`src/rtl/lif_tdm_scheduler.sv`:
```
// lif_tdm_scheduler: one leaky-integrate-and-fire datapath shared across
// N_NEURONS virtual neurons. A tick starts a sweep that updates every neuron
// once; each spike is emitted as an event over a valid/ready handshake.
// Optional build macro: LIF_OVERRUN_CNT_EN adds o_overrun_cnt, a saturating
// count of ticks received while busy and of currents offered while not ready.
module lif_tdm_scheduler #(
   parameter  int N_NEURONS = 8,
   parameter  int STATE_W   = 6,
   parameter  int THRESHOLD = 32,
   localparam int IDW       = $clog2(N_NEURONS)
) (
   input  logic               clk,
   input  logic               reset,
   input  logic               i_cur_valid,
   output logic               o_cur_ready,
   input  logic [IDW-1:0]     i_cur_id,
   input  logic [STATE_W-1:0] i_cur_value,
   input  logic               i_tick_start,
   output logic               o_busy,
   output logic               o_done,
   output logic               o_spike_valid,
   input  logic               i_spike_ready,
   output logic [IDW-1:0]     o_spike_id,
   input  logic               i_thr_wr_en,
   input  logic [STATE_W-1:0] i_thr_wr_data
`ifdef LIF_OVERRUN_CNT_EN
   ,
   output logic [7:0]         o_overrun_cnt
`endif
);

   localparam logic [STATE_W-1:0] THR_RST  = STATE_W'(THRESHOLD);
   localparam logic [IDW-1:0]     IDX_LAST = IDW'(N_NEURONS - 1);

   typedef enum logic [1:0] {
      S_IDLE  = 2'd0,
      S_SWEEP = 2'd1,
      S_EMIT  = 2'd2,
      S_DONE  = 2'd3
   } state_t;

   // Unsigned add that clamps at the all-ones value instead of wrapping.
   function automatic logic [STATE_W-1:0] sat_add(input logic [STATE_W-1:0] a,
                                                  input logic [STATE_W-1:0] b);
      logic [STATE_W:0] sum;
      sum = {1'b0, a} + {1'b0, b};
      if (sum[STATE_W]) begin
         return {STATE_W{1'b1}};
      end else begin
         return sum[STATE_W-1:0];
      end
   endfunction

   state_t             r_fsm;
   logic [IDW-1:0]     r_idx;
   logic [STATE_W-1:0] r_thr;
   logic [STATE_W-1:0] r_acc    [N_NEURONS];
   logic [STATE_W-1:0] r_state  [N_NEURONS];
   logic               r_spiked [N_NEURONS];

   logic [STATE_W-1:0] w_leak;
   logic [STATE_W-1:0] w_next;
   logic               w_spike;
   logic               w_last;
   logic [STATE_W-1:0] w_cur_sum;

   // Neuron update for the index under the sweep, plus the accumulator update.
   always_comb begin
      w_leak    = {STATE_W{1'b0}};
      w_next    = {STATE_W{1'b0}};
      w_spike   = 1'b0;
      w_last    = 1'b0;
      w_cur_sum = {STATE_W{1'b0}};
      // A neuron that fired last step restarts from zero: no leak carried over.
      if (r_spiked[r_idx]) begin
         w_leak = {STATE_W{1'b0}};
      end else begin
         w_leak = r_state[r_idx] >> 1;
      end
      w_next    = sat_add(r_acc[r_idx], w_leak);
      w_spike   = (w_next >= r_thr);
      w_last    = (r_idx == IDX_LAST);
      w_cur_sum = sat_add(r_acc[i_cur_id], i_cur_value);
   end

   // Sweep FSM, neuron arrays, threshold and all registered handshake outputs.
   always_ff @(posedge clk) begin
      if (reset) begin
         r_fsm         <= S_IDLE;
         r_idx         <= {IDW{1'b0}};
         r_thr         <= THR_RST;
         o_cur_ready   <= 1'b1;
         o_busy        <= 1'b0;
         o_done        <= 1'b0;
         o_spike_valid <= 1'b0;
         o_spike_id    <= {IDW{1'b0}};
         for (int i = 0; i < N_NEURONS; i++) begin
            r_acc[i]    <= {STATE_W{1'b0}};
            r_state[i]  <= {STATE_W{1'b0}};
            r_spiked[i] <= 1'b0;
         end
      end else begin
         o_done <= 1'b0;
         case (r_fsm)
            S_IDLE: begin
               // A current accepted together with the tick lands before the sweep reads it.
               if (i_cur_valid && o_cur_ready) begin
                  r_acc[i_cur_id] <= w_cur_sum;
               end
               if (i_thr_wr_en) begin
                  r_thr <= i_thr_wr_data;
               end
               if (i_tick_start) begin
                  r_fsm       <= S_SWEEP;
                  r_idx       <= {IDW{1'b0}};
                  o_cur_ready <= 1'b0;
                  o_busy      <= 1'b1;
               end
            end
            S_SWEEP: begin
               r_state[r_idx]  <= w_next;
               r_spiked[r_idx] <= w_spike;
               r_acc[r_idx]    <= {STATE_W{1'b0}};
               if (w_spike) begin
                  r_fsm         <= S_EMIT;
                  o_spike_valid <= 1'b1;
                  o_spike_id    <= r_idx;
               end else if (w_last) begin
                  r_fsm  <= S_DONE;
                  o_done <= 1'b1;
               end else begin
                  r_idx <= r_idx + IDW'(1);
               end
            end
            S_EMIT: begin
               // Event stays valid with a stable id until the consumer takes it.
               if (i_spike_ready) begin
                  o_spike_valid <= 1'b0;
                  if (w_last) begin
                     r_fsm  <= S_DONE;
                     o_done <= 1'b1;
                  end else begin
                     r_fsm <= S_SWEEP;
                     r_idx <= r_idx + IDW'(1);
                  end
               end
            end
            S_DONE: begin
               r_fsm       <= S_IDLE;
               o_busy      <= 1'b0;
               o_cur_ready <= 1'b1;
            end
            default: begin
               r_fsm         <= S_IDLE;
               r_idx         <= {IDW{1'b0}};
               o_cur_ready   <= 1'b1;
               o_busy        <= 1'b0;
               o_spike_valid <= 1'b0;
            end
         endcase
      end
   end

`ifdef LIF_OVERRUN_CNT_EN
   logic [1:0] w_ovr_inc;
   logic [8:0] w_ovr_sum;

   // Number of overrun events this cycle and the unclamped new count.
   always_comb begin
      w_ovr_inc = 2'd0;
      w_ovr_sum = 9'd0;
      w_ovr_inc = {1'b0, (i_tick_start & o_busy)} + {1'b0, (i_cur_valid & ~o_cur_ready)};
      w_ovr_sum = {1'b0, o_overrun_cnt} + {7'd0, w_ovr_inc};
   end

   // Saturating overrun counter.
   always_ff @(posedge clk) begin
      if (reset) begin
         o_overrun_cnt <= 8'd0;
      end else if (w_ovr_sum > 9'd255) begin
         o_overrun_cnt <= 8'hFF;
      end else begin
         o_overrun_cnt <= w_ovr_sum[7:0];
      end
   end
`else
   // Without the counter, ticks while busy and currents offered while not
   // ready are simply dropped.
`endif

endmodule

```
`config.mk`:
```
export PLATFORM = sky130hd
export DESIGN_NAME = lif_tdm_scheduler
export DESIGN_NICKNAME = d
export VERILOG_FILES = /design/src/rtl/lif_tdm_scheduler.sv
export SDC_FILE = /design/constraint.sdc
export NUM_CORES = 1
export LEC_CHECK = 0
export ABC_CLOCK_PERIOD_IN_PS = 8900
export CORE_MARGIN = 2
export CORE_UTILIZATION = 45
export CTS_BUF_LIST = sky130_fd_sc_hd__clkbuf_16
export CTS_CLUSTER_SIZE = 30
export DETAILED_ROUTE_END_ITERATION = 8
export PLACE_DENSITY_LB_ADDON = 0.25
export SLEW_MARGIN = 5
export SYNTH_ARGS = -nofsm -noshare
export SYNTH_HDL_FRONTEND = slang
export SYNTH_SLANG_ARGS = --single-unit
```
`constraint.sdc`:
```
create_clock -name clk -period 8.9 [get_ports clk]
set_input_delay 1.335 -clock clk [delete_from_list [all_inputs] [get_ports clk]]
set_output_delay 1.335 -clock clk [all_outputs]
set_load 0.02 [all_outputs]
```
==> impl_metrics.py, run 1 <==
metrics = {
    "floorplanning": {
        "coreArea_mm2": 0.0138,
        "die_area_mm2": 0.0150,
        "die_x_um": 123,
        "start_util": 0.458,
        "ios": 28,
        "fp-row-count": 43,
        "die_y_um": 123,
    },
    "layout": {
        "diodes": 0,
        "drive_above_1_share": 0.175,
        "final_nets": 599,
        "syn2layout_area_growth_pct": 16.1,
        "final_common_cell": "edfxtp_1",
        "final_cell_mix": "96 x edfxtp_1, 83 x nor2_1, 52 x nand2_1",
    },
    "critical_path": {
        "crit_required_ns": 9.19,
        "arrival_ns": 5.70,
        "start_kind": "flop",
        "critPathMaxFanout": 24,
        "path_class": "reg2reg",
        "crit_path_end_kind": "flop",
    },
    "clock_tree": {
        "cts_buffer_depth": 2,
        "ctsRootBufferMaster": "clkbuf_16",
        "cts_tree": "yes",
        "cts.sinks": 117,
        "cts_resized": 0,
        "cts_hold_buf": 0,
        "cts_buffers": 17,
        "clk_pin_slew_ns": 0.05,
        "postCtsSetupRepairBufs": 0,
        "worstSkewPairLatency_ns": 0.41,
        "htreeDepth": 4,
    },
    "timing": {
        "final_max_slew_viol_count": 0,
        "finalHoldViolCount": 0,
        "finalSetupViolations": 0,
        "fmax_ghz": 0.185,
        "finClkSkew_ns": 0.00780,
        "tns_ns": 0,
        "worstMarginPinSlew_ns": 1.05,
        "rsz0062_at_grt": "no",
        "period_share": 0.608,
        "setup_ws_ns": 3.49,
        "relSlewSlack": 0.295,
        "period_minus_slack_ns": 5.41,
    },
    "pwr": {
        "p_leak_nw": 2.76,
        "p_clk_frac": 0.344,
        "peakVddDrop_v": 0.000192,
        "p_switching_mw": 0.718,
        "pwr-share-comb": 0.336,
        "p_sw_frac": 0.338,
        "p_per_area_mw_per_mm2": 289,
        "p_seq_frac": 0.319,
        "intPower_mw": 1.41,
    },
    "job": {
        "drv_cap": 0,
    },
    "yosys": {
        "netlist_area_mm2": 0.00633,
        "post_synth.cell_area_avg_um2": 11.9,
        "synthCells": 534,
        "synth_flop_cell": "edfxtp_1",
        "ys_async_sr_fraction": 0,
        "synth_nets": 579,
        "ys_types": 55,
        "synth_edf_count": 96,
        "seq_area_frac_synth": 0.522,
        "ys_ff_latch": 117,
        "ys_warn_count": 0,
    },
    "routing": {
        "dr_total_vias": 4416,
        "drt-initial-drc-count": 456,
        "ant_nets": 0,
        "dr.pass1.iters": 5,
        "wl_um": 15000,
        "wire_per_inst_um": 20.1,
        "vias_per_cell": 5.91,
        "drc": 0,
    },
    "placement": {
        "place_congestion": 0.844,
        "buffer_ports.inserted": 27,
        "dpl.hpwl_um": 10100,
        "place_ws_ns": 3.43,
    },
    "global_route": {
        "grt_pass1_vias": 4404,
        "grt_max_degree": 29,
        "overflow": 0,
        "track_usage": 0.215,
        "grt_antenna_before_repair": 0,
        "grt_pass1_wl_um": 23700,
    },
    "min_path": {
        "min_path_type": "reg2reg",
    },
    "run_status": {
        "status": "complete, no violations",
    },
}
-- synth_stat cells, types with 3 or more instances --
cell type	n	area share
mux4_2	36	0.13
nor3_1	9	0.0071
nor2_1	83	0.049
inv_1	19	0.011
buf_4	3	0.0036
ha_1	22	0.043
nand3_1	21	0.017
a21oi_1	46	0.036
or2_2	4	0.0040
mux2_2	11	0.020
nand2_2	3	0.0030
buf_2	4	0.0032
o21ai_0	10	0.0079
nor2b_1	5	0.0049
a21o_1	8	0.0095
clkbuf_1	20	0.012
mux2i_1	7	0.011
nand4_1	5	0.0049
edfxtp_1	96	0.46
dfxtp_1	21	0.066
o21a_1	3	0.0036
nand2_1	52	0.031
nand2b_1	5	0.0049
-- worst max-delay path, cell delays in order, from the launching register on --
cell and delay [ns]:
dfxtp_1 0.30, buf_4 0.44, mux4_2 0.60, mux2_2 0.35
or2_1 0.28, inv_1 0.07, ha_1 0.22, a21o_1 0.21
a21oi_1 0.17, xor2_1 0.68, nand2_1 0.18, ha_1 0.33
a41o_1 0.23, a21oi_1 0.14, o21a_1 0.56, o21ai_0 0.19
o221a_2 0.32
-- layer usage --
| metal | share of wire | up-vias | track usage |
|---|---|---|---|
| met5 | 0 | - | 0 |
| li1 | - | 2025 | - |
| met2 | 0.48 | 206 | 0.338 |
| met4 | 0.019 | 0 | 0.0783 |
| met3 | 0.081 | 23 | 0.0469 |
| met1 | 0.42 | 2162 | 0.296 |
-- area by class of cell --
type	count	area, um^2
clock buffers	17	425
well taps	180	225
multi-input cells	367	2820
fillers	1155	6470
flip-flops and latches	117	3300
repair buffers	30	293
inverters	21	78.8
clock inverters	15	211
-- metrics by stage --
stage	power (mW)	cell area, um^2	hold slack (ns)	instances	utilization
2_1_floorplan	1.22	6330	0.436	534	-
3_3_place_gp	1.38	6720	0.446	715	0.486
3_5_place_dp	1.40	6720	0.453	715	0.486
4_1_cts	2.13	7360	0.460	747	0.532
5_1_grt	2.24	7360	0.484	747	0.532
6_report	2.13	7360	0.458	747	0.532
-- power groups by stage --
stage | combinational, mW | sequential [mW] | clock (mW)
floorplan | 0.544 | 0.681 | 0
global placement | 0.697 | 0.686 | 0
detailed placement | 0.710 | 0.689 | 0
CTS | 0.716 | 0.679 | 0.737
global route | 0.793 | 0.685 | 0.761
finish | 0.715 | 0.679 | 0.732
-- worst paths after layout --
path | start | end | slack, ns | depth (start not counted)
setup / recovery | flop | r_idx[2] | 3.49 | 16
hold / removal | r_thr[1] | r_thr[1] | 0.46 | 2
setup reg to reg | flop | r_idx[2] | 3.49 | 16
hold reg to reg | r_thr[1] | r_thr[1] | 0.46 | 2
-- cell families (layout without fill, tap and decap cells) --
| group | after synthesis | after routing | share of synthesized area |
|---|---|---|---|
| xor+xnor | 4 | 4 | 0.00553 |
| mux | 56 | 56 | 0.164 |
| buf+inv | 50 | 83 | 0.0334 |
| simple gates | 198 | 198 | 0.143 |
| fa+ha+maj | 24 | 24 | 0.0498 |
| compound gates | 85 | 85 | 0.0826 |
| flops | 117 | 117 | 0.522 |
-- registers in the layout (all words and copies together), names as in the netlist, named ones only --
name           flops
o_done             1
r_acc             48
r_state           40
r_spiked           8
o_spike_id         3
r_fsm              2
o_spike_valid      1
o_cur_ready        1
o_busy             1
r_idx              3
r_thr              6
Power figures use the tool's default switching activity.
==> inputs of run 2 (changes only) <==
Settings changed: ABC_CLOCK_PERIOD_IN_PS 8900 to 5100.
Clock period 8.9 ns to 5.1 ns, I/O delays scaled along.
==> impl_metrics.py, run 2 (synthesis gave the netlist of run 1 again) <==
metrics = {
    "run_status": {
        "status": "complete, no violations",
    },
    "timing": {
        "finClkSkew_ns": 0.0114,
        "hold_ws_ns": 0.458,
        "rsz0062_at_grt": "no",
        "finalSetupViolations": 0,
        "period_share": 0.864,
        "worstMarginPinSlew_ns": 0.720,
        "period_minus_slack_ns": 4.41,
        "fmax_ghz": 0.227,
        "tns_ns": 0,
        "finalHoldViolCount": 0,
        "setup_ws_ns": 0.693,
        "relSlewSlack": 0.519,
        "final_max_slew_viol_count": 0,
    },
    "pwr": {
        "peakVddDrop_v": 0.000306,
        "power.total_mw": 3.68,
        "p_per_area_mw_per_mm2": 498,
        "p_leak_nw": 2.79,
    },
    "floorplanning": {
        "die_y_um": 123,
        "die_x_um": 123,
        "fp-row-count": 43,
        "coreArea_mm2": 0.0138,
        "ios": 28,
        "start_util": 0.458,
        "die_area_mm2": 0.0150,
    },
    "routing": {
        "wire_per_inst_um": 19.9,
        "ant_nets": 0,
        "dr_total_vias": 4409,
        "dr.pass1.iters": 5,
        "drc": 0,
        "drt-initial-drc-count": 326,
        "wl_um": 15100,
        "vias_per_cell": 5.79,
    },
    "critical_path": {
        "path_class": "reg2reg",
        "crit_path_end_kind": "flop",
        "arrival_ns": 4.73,
        "crit_path_top_delay_cell": "mux4_2",
        "crit_buf_inv": 2,
        "r2r_cells": 17,
        "start_kind": "flop",
        "slowest_delay_ns": 0.54,
        "cpMostUsedCell": "o21a_1",
        "critPathMaxFanout": 11,
        "r2r_setup_slack_ns": 0.69,
        "cp_top_family": "compound AO/OA/AOI/OAI gates",
        "path_cells": "mux4_2 -> mux2_2 -> nor2_1 -> ha_1 -> inv_1 -> fa_1 -> nor2b_1 -> o21a_1 -> o21a_1 -> a22o_1 -> inv_2 -> ha_1 -> a21o_1 -> a21oi_1 -> o21a_1 -> o2111ai_1 -> o22ai_1",
        "crit_required_ns": 5.42,
    },
    "layout": {
        "n_fill_cell": 1166,
        "final_cell_mix": "96 x edfxtp_1, 83 x nor2_1, 52 x nand2_1",
        "top_register": "r_acc",
        "largest_reg_flops": 48,
        "utilization": 0.535,
        "final_nets": 613,
        "syn2layout_area_growth_pct": 16.8,
        "drive_above_1_share": 0.191,
        "reg.largest.list": "r_acc: 48 flops, r_state: 40 flops, r_spiked: 8 flops",
        "final_common_cell": "edfxtp_1",
        "diodes": 0,
    },
    "clock_tree": {
        "postCtsSetupRepairBufs": 0,
        "cts_buffer_depth": 2,
        "cts_tree": "yes",
        "worstSkewPairLatency_ns": 0.42,
        "cts.sinks": 117,
        "htreeDepth": 4,
        "cts_resized": 0,
        "ctsRootBufferMaster": "clkbuf_16",
        "cts_hold_buf": 0,
        "cts_buffers": 17,
        "clk_pin_slew_ns": 0.05,
    },
    "job": {
        "drv_cap": 0,
    },
    "placement": {
        "place_congestion": 0.828,
        "dpl.hpwl_um": 10700,
        "buffer_ports.inserted": 27,
        "place_ws_ns": 0.537,
    },
    "min_path": {
        "worstHoldPathCells": 2,
        "min_path_type": "reg2reg",
        "min_from": "r_thr[4]",
        "whs_endpoint": "r_thr[4]",
    },
    "global_route": {
        "overflow": 0,
        "grt_pass1_wl_um": 24300,
        "grt_max_degree": 25,
        "grt_antenna_before_repair": 0,
        "grt_pass1_vias": 4564,
        "track_usage": 0.220,
    },
}
## run 2: changes by cell type in the layout (fill, tap and decap cells not counted), sizes merged
cell and change:
buf +14, clkinvlp +3, clkinv -3, bufinv -3
inv +3
## run 2: layer usage
metal | vias to the layer above | part of all wire | GRT usage
met2 | 163 | 0.48 | 0.351
met5 | - | 0 | 0
li1 | 2047 | - | -
met3 | 26 | 0.074 | 0.0623
met4 | 0 | 0.023 | 0.0884
met1 | 2173 | 0.42 | 0.286
## run 2: area by class of cell
class,count,area (um^2),share of cell area
Multi-Input combinational cell,367,2820,0.381
Timing Repair Buffer,44,410,0.0555
Sequential cell,117,3300,0.446
Tap cell,180,225,0.0304
Clock buffer,17,425,0.0575
Inverter,21,78.8,0.0107
Clock inverter,15,138,0.0186
## run 2: through the flow
stage / cell area (um^2) / cells
after floorplan: 6330 / 534
after global placement: 6840 / 729
after detailed placement: 6840 / 729
after CTS: 7400 / 761
after global routing: 7400 / 761
final: 7400 / 761
## run 2: worst register-to-register path: stages, from the launching register on
cell,delay [ns]
dfxtp_1,0.45
mux4_2,0.54
mux2_2,0.32
nor2_1,0.15
ha_1,0.18
inv_1,0.06
fa_1,0.41
nor2b_1,0.13
o21a_1,0.14
o21a_1,0.20
a22o_1,0.19
inv_2,0.04
ha_1,0.31
a21o_1,0.17
a21oi_1,0.17
o21a_1,0.36
o2111ai_1,0.20
o22ai_1,0.29
## run 2: power by group
group | switching (mW) | internal [mW]
clock network | 0.438 | 0.709
logic | 0.799 | 0.543
registers | 0.0626 | 1.13
total | 1.30 | 2.38
## run 2: worst max path at each step
stage / startpoint / end / slack, ns / cells after the start
final: flop / flop / 0.69 / 17
after global routing: flop / flop / 0.42 / 17
after CTS: flop / flop / 0.71 / 15
after detailed placement: i_cur_id[0] / r_acc[5][1] / 0.54 / 11
after global placement: i_cur_id[0] / r_acc[1][1] / 0.63 / 11
after floorplan: flop / r_spiked[0] / 0.83 / 19
